**src/rtl/debug_reg_snapshot.sv**
```systemverilog
// Debug readout for the ID-stage register file: registered single-register reads
// from the live bus or a frozen snapshot, plus an auto-scan walker for the display path.
`timescale 1ns/1ps

module debug_reg_snapshot #(
    parameter int unsigned DATA_W    = 32,
    parameter int unsigned NUM_REGS  = 32,
    parameter int unsigned ADDR_W    = 5,
    parameter int unsigned ZERO_REG0 = 1,
    parameter int unsigned SCAN_HOLD = 4
) (
    input  logic                         clk,
    input  logic                         rst,
    input  logic [NUM_REGS*DATA_W-1:0]   debug_id_registers,
    input  logic                         snap_req,
    output logic                         snap_done,
    output logic                         snap_valid,
    input  logic                         rd_req,
    input  logic                         rd_src,
    input  logic [ADDR_W-1:0]            debug_addr,
    output logic [DATA_W-1:0]            debug_data_reg,
    output logic                         rd_valid,
    output logic                         addr_err,
    input  logic                         scan_en,
    output logic [ADDR_W-1:0]            scan_addr,
    output logic [DATA_W-1:0]            scan_data,
    output logic                         scan_wrap
);

    localparam int unsigned BUS_W   = NUM_REGS * DATA_W;
    localparam int unsigned VIEW_N  = 2 ** ADDR_W;
    localparam int unsigned HOLD_W  = (SCAN_HOLD > 1) ? $clog2(SCAN_HOLD) : 1;
    localparam logic [HOLD_W-1:0] HOLD_LAST = HOLD_W'(SCAN_HOLD - 1);
    localparam logic [ADDR_W-1:0] ADDR_LAST = ADDR_W'(NUM_REGS - 1);
    localparam bit   ZERO_R0  = (ZERO_REG0 != 0);

    typedef enum logic {
        S_IDLE = 1'b0,
        S_SCAN = 1'b1
    } scan_state_t;

    // Shadow copy of the whole register bus, kept flat like the input.
    logic [BUS_W-1:0]  shadow;

    // Address-indexed views padded to the full address space; unused slots read 0.
    logic [DATA_W-1:0] live_view   [VIEW_N];
    logic [DATA_W-1:0] shadow_view [VIEW_N];

    // Read-path combinational selection.
    logic              rd_oob_c;
    logic [DATA_W-1:0] rd_sel_c;

    // Scan FSM state and next-state values.
    scan_state_t       state;
    scan_state_t       state_nxt;
    logic [HOLD_W-1:0] hold_cnt;
    logic [HOLD_W-1:0] hold_nxt;
    logic [ADDR_W-1:0] scan_addr_nxt;
    logic [DATA_W-1:0] scan_data_nxt;
    logic              scan_wrap_nxt;
    logic [DATA_W-1:0] scan_live_c;

    // Slice the flat buses into per-address views.
    for (genvar g = 0; g < VIEW_N; g++) begin : g_view
        if (g < NUM_REGS) begin : g_in
            assign live_view[g]   = debug_id_registers[g*DATA_W +: DATA_W];
            assign shadow_view[g] = shadow[g*DATA_W +: DATA_W];
        end else begin : g_out
            assign live_view[g]   = '0;
            assign shadow_view[g] = '0;
        end
    end

    // Capture the full register bus on a snapshot request.
    always_ff @(posedge clk or posedge rst) begin
        if (rst) begin
            shadow <= '0;
        end else if (snap_req) begin
            shadow <= debug_id_registers;
        end
    end

    // Snapshot handshake flags.
    always_ff @(posedge clk or posedge rst) begin
        if (rst) begin
            snap_done  <= 1'b0;
            snap_valid <= 1'b0;
        end else begin
            snap_done  <= snap_req;
            snap_valid <= snap_valid | snap_req;
        end
    end

    // Pick the read value: out-of-range and register 0 read as zero.
    always_comb begin
        rd_oob_c = (32'(debug_addr) >= NUM_REGS);
        rd_sel_c = rd_src ? shadow_view[debug_addr] : live_view[debug_addr];
        if (rd_oob_c) begin
            rd_sel_c = '0;
        end else if (ZERO_R0 && (debug_addr == '0)) begin
            rd_sel_c = '0;
        end
    end

    // Registered read response; data holds when no read is issued.
    always_ff @(posedge clk or posedge rst) begin
        if (rst) begin
            debug_data_reg <= '0;
            rd_valid       <= 1'b0;
            addr_err       <= 1'b0;
        end else begin
            rd_valid <= rd_req;
            addr_err <= rd_req & rd_oob_c;
            if (rd_req) begin
                debug_data_reg <= rd_sel_c;
            end
        end
    end

    // Live value of the register under scan, with register 0 forced to zero.
    always_comb begin
        scan_live_c = live_view[scan_addr];
        if (ZERO_R0 && (scan_addr == '0)) begin
            scan_live_c = '0;
        end
    end

    // Scan FSM state and output registers.
    always_ff @(posedge clk or posedge rst) begin
        if (rst) begin
            state     <= S_IDLE;
            hold_cnt  <= '0;
            scan_addr <= '0;
            scan_data <= '0;
            scan_wrap <= 1'b0;
        end else begin
            state     <= state_nxt;
            hold_cnt  <= hold_nxt;
            scan_addr <= scan_addr_nxt;
            scan_data <= scan_data_nxt;
            scan_wrap <= scan_wrap_nxt;
        end
    end

    // Scan FSM next-state: hold each register SCAN_HOLD cycles, wrap at NUM_REGS.
    always_comb begin
        state_nxt     = state;
        hold_nxt      = hold_cnt;
        scan_addr_nxt = scan_addr;
        scan_data_nxt = scan_data;
        scan_wrap_nxt = 1'b0;
        case (state)
            S_IDLE: begin
                hold_nxt      = '0;
                scan_addr_nxt = '0;
                scan_data_nxt = '0;
                if (scan_en) begin
                    state_nxt = S_SCAN;
                end
            end
            S_SCAN: begin
                if (!scan_en) begin
                    state_nxt     = S_IDLE;
                    hold_nxt      = '0;
                    scan_addr_nxt = '0;
                    scan_data_nxt = '0;
                end else begin
                    scan_data_nxt = scan_live_c;
                    if (hold_cnt == HOLD_LAST) begin
                        hold_nxt = '0;
                        if (scan_addr == ADDR_LAST) begin
                            scan_addr_nxt = '0;
                            scan_wrap_nxt = 1'b1;
                        end else begin
                            scan_addr_nxt = scan_addr + ADDR_W'(1);
                        end
                    end else begin
                        hold_nxt = hold_cnt + HOLD_W'(1);
                    end
                end
            end
            default: begin
                state_nxt     = S_IDLE;
                hold_nxt      = '0;
                scan_addr_nxt = '0;
                scan_data_nxt = '0;
            end
        endcase
    end

endmodule

```
**config.mk**
```make
export PLATFORM = sky130hd
export DESIGN_NAME = debug_reg_snapshot
export DESIGN_NICKNAME = d
export VERILOG_FILES = /design/src/rtl/debug_reg_snapshot.sv
export SDC_FILE = /design/constraint.sdc
export NUM_CORES = 2
export LEC_CHECK = 0
export CAP_MARGIN = 0
export CORE_ASPECT_RATIO = 0.8
export CORE_UTILIZATION = 35
export DETAILED_ROUTE_END_ITERATION = 8
export PLACE_DENSITY = 0.63
export SETUP_SLACK_MARGIN = 0.1
export SYNTH_ARGS = -nofsm -noshare
export SYNTH_HDL_FRONTEND = slang
export SYNTH_SLANG_ARGS = --single-unit
export TNS_END_PERCENT = 5
```
**constraint.sdc**
```tcl
create_clock -name clk -period 89.4 [get_ports clk]
set_clock_uncertainty 0.15 [all_clocks]
set_input_delay 13.41 -clock clk [delete_from_list [all_inputs] [get_ports clk]]
set_output_delay 13.41 -clock clk [all_outputs]
set_load 0.03 [all_outputs]
```
==> results.json <==
{
  "antenna_left": 0,
  "syn_nets": 5077,
  "p_total_w": 0.00140,
  "start_util_pct": 35.4,
  "dp_slack_ns": 70.32,
  "cts_tree": "built",
  "syn_area_sq_um": 64700,
  "hp-class": "reg2reg",
  "cts_buffer_depth": 3,
  "tightest_slew_ns": 1.22,
  "slew_viol_final": 0,
  "antenna_found_initial": 138,
  "rsz0062_at_grt": "false",
  "clk_latency_ns": 0.79,
  "leakagePower_nw": 30.6,
  "pwr-share-comb_pct": 20.7,
  "drv_cap": 0,
  "status": "complete, no violations",
  "yosys.area.top_type": "dfrtp_1",
  "largest_register_ffs": 1024,
  "viasPerCell": 6.06,
  "ios": 1109,
  "cts_root_buf": "clkbuf_16",
  "io_buffers": 1107,
  "wl_um": 269000,
  "synth_cell_type_count": 44,
  "ys_ff_latch": 1100,
  "pwr-share-clk_pct": 38.3,
  "grt_max_degree": 193,
  "p_seq_share_pct": 41.0,
  "swShare_pct": 27.4,
  "critPathCaptureType": "register",
  "cts_made_buffers": 119,
  "avgSynthCellArea_sq_um": 16.0,
  "fillers": 16200,
  "fmax_ghz": 0.0550,
  "power_density_nw_per_um2": 17.0,
  "hold_buffers": 0,
  "drcViolationCount": 0,
  "hpwl_um": 201000,
  "final.setup.tns_ns": 0,
  "finalNetCount": 5996,
  "cts-resized-gates": 0,
  "syn_inst": 4038,
  "synth_edf_count": 0,
  "p_int_w": 0.00102,
  "synth_area_leaders": "dfrtp_1 (43%), mux4_2 (29%), mux2_2 (19%)",
  "p_sw_w": 0.000383,
  "grt_pass1_vias": 47500,
  "wl_per_cell_um": 35.7,
  "grt_overflow": 0,
  "min_period_over_period_pct": 20.4,
  "drive_gt1_share_pct": 44.5,
  "core_area_sq_um": 183000,
  "synthArstFlopShare_pct": 100,
  "critPathMaxFanout": 91,
  "yosysTopAreaCellShare_pct": 42.5,
  "placed_cell_area_sq_um": 77800,
  "syn_to_final_growth_pct": 27.0,
  "grt_use_total_pct": 28.7,
  "finalSetupViolCount": 0,
  "synthFlopType": "dfrtp_1",
  "firstDrtPassIters": 6,
  "dieWidth_um": 483,
  "rows": 140,
  "globalplace.congestion": 0.906,
  "layout_min_cycle_time_ns": 18.20,
  "die-height_um": 387,
  "required_ns": 89.91,
  "fin_area_sq_um": 82200,
  "vdd_ir_drop_max_mv": 0.0152,
  "final_cells": 7552,
  "die_area_sq_um": 187000,
  "post_cts_buffers": 0,
  "vias": 45800,
  "yosys_warnings": 0,
  "hold_violations": 0,
  "h-tree-depth": 3,
  "ys_seq_area_share_pct": 42.5,
  "crit_type": "in2reg",
  "worstSetupStartpointType": "input port",
  "initialDrtViolationCount": 4302,
  "clk_pin_slew_ns": 0.07,
  "cp.arrival_ns": 18.71,
  "place_inst": 7250,
  "finalWorstSetupSlack_ns": 71.20,
  "grt_pass1_wl_um": 379000,
  "mostFrequentLayoutCells": "mux2_2 (1,112), clkdlybuf4s50_1 (1,099), dfrtp_1 (1,095)",
  "relSlewSlack_pct": 18.8,
  "cts_sinks": 1100,
  "final_common_cell": "mux2_2"
}
## power by group through the flow
stage               Combinational (W)  Clock (W)  Sequential, W
floorplan                    0.000161          0       0.000579
detailed placement           0.000291          0       0.000582
CTS                          0.000292   0.000545       0.000573
finish                       0.000290   0.000535       0.000574
global placement             0.000288          0       0.000580
global route                 0.000304   0.000564       0.000579
## synthesized netlist by cell type, types with 28 or more instances
cell type	instances
mux2_2	1112
dfrtp_1	1100
mux4_2	840
clkbuf_1	231
mux2i_1	104
buf_2	76
nand2_1	66
nor2_1	60
a22oi_1	57
buf_1	39
nand3_1	33
nor2b_1	33
a211oi_1	31
o21ai_0	31
a21oi_1	28
buf_4	28
## cell families after synthesis
group	synth area share, %
flops	42.5
buf+inv	2.67
compound gates	2.48
other cells	0.00579
simple gates	2.06
mux	50.2
fa+ha+maj	0.0773
## per-stage QoR
step                      hold slack (ns)  util [%]
after global placement              0.271      42.6
final                               0.283      45.0
after CTS                           0.288      44.9
after detailed placement            0.279      42.6
after global routing                0.297      45.0
after floorplan                     0.260         -
## worst paths after layout
path / endpoint / slack [ns] / start / cells past startpoint
min in group asynchronous: shadow[672]$_DFFE_PP0P_ / 13.10 / rst / 2
max: debug_data_reg[25]$_DFFE_PP0P_ / 71.20 / debug_addr[0] / 10
min: hold_cnt[0]$_DFF_PP0_ / 0.28 / hold_cnt[0]$_DFF_PP0_ / 1
max in group asynchronous: shadow[557]$_DFFE_PP0P_ / 72.05 / rst / 6
min reg2reg: hold_cnt[0]$_DFF_PP0_ / 0.28 / hold_cnt[0]$_DFF_PP0_ / 1
max reg2reg: scan_data[23]$_DFF_PP0_ / 84.78 / scan_addr[1]$_DFFE_PP0P_ / 6
## layer usage
metal	global-route usage, %	vias up	wire length (um)
met5	0	-	325
met4	18.6	52	19100
met3	5.99	560	19100
met2	47.0	2319	135000
met1	34.0	24600	96500
li1	-	18200	-
## worst max-delay path, stage by stage
cell and delay (ns):
buf_8 0.56, buf_12 0.61, buf_4 0.68, buf_4 0.75
buf_4 0.79, mux4_2 0.59, mux4_2 0.49, a22oi_1 0.22
nand4b_1 0.13, o211a_1 0.18
## final cells by class
class / count / area (sq um) / area share [%]
antenna: 83 / 208 / 0.253
clock buffer: 170 / 3440 / 4.18
clock inverter: 49 / 756 / 0.919
inverter: 10 / 46.3 / 0.0563
multi-input combinational: 2546 / 35500 / 43.2
sequential: 1100 / 27500 / 33.5
tap: 2414 / 3020 / 3.67
timing repair buffer: 1180 / 11700 / 14.2
No activity file was read; power rests on OpenSTA's default activity.
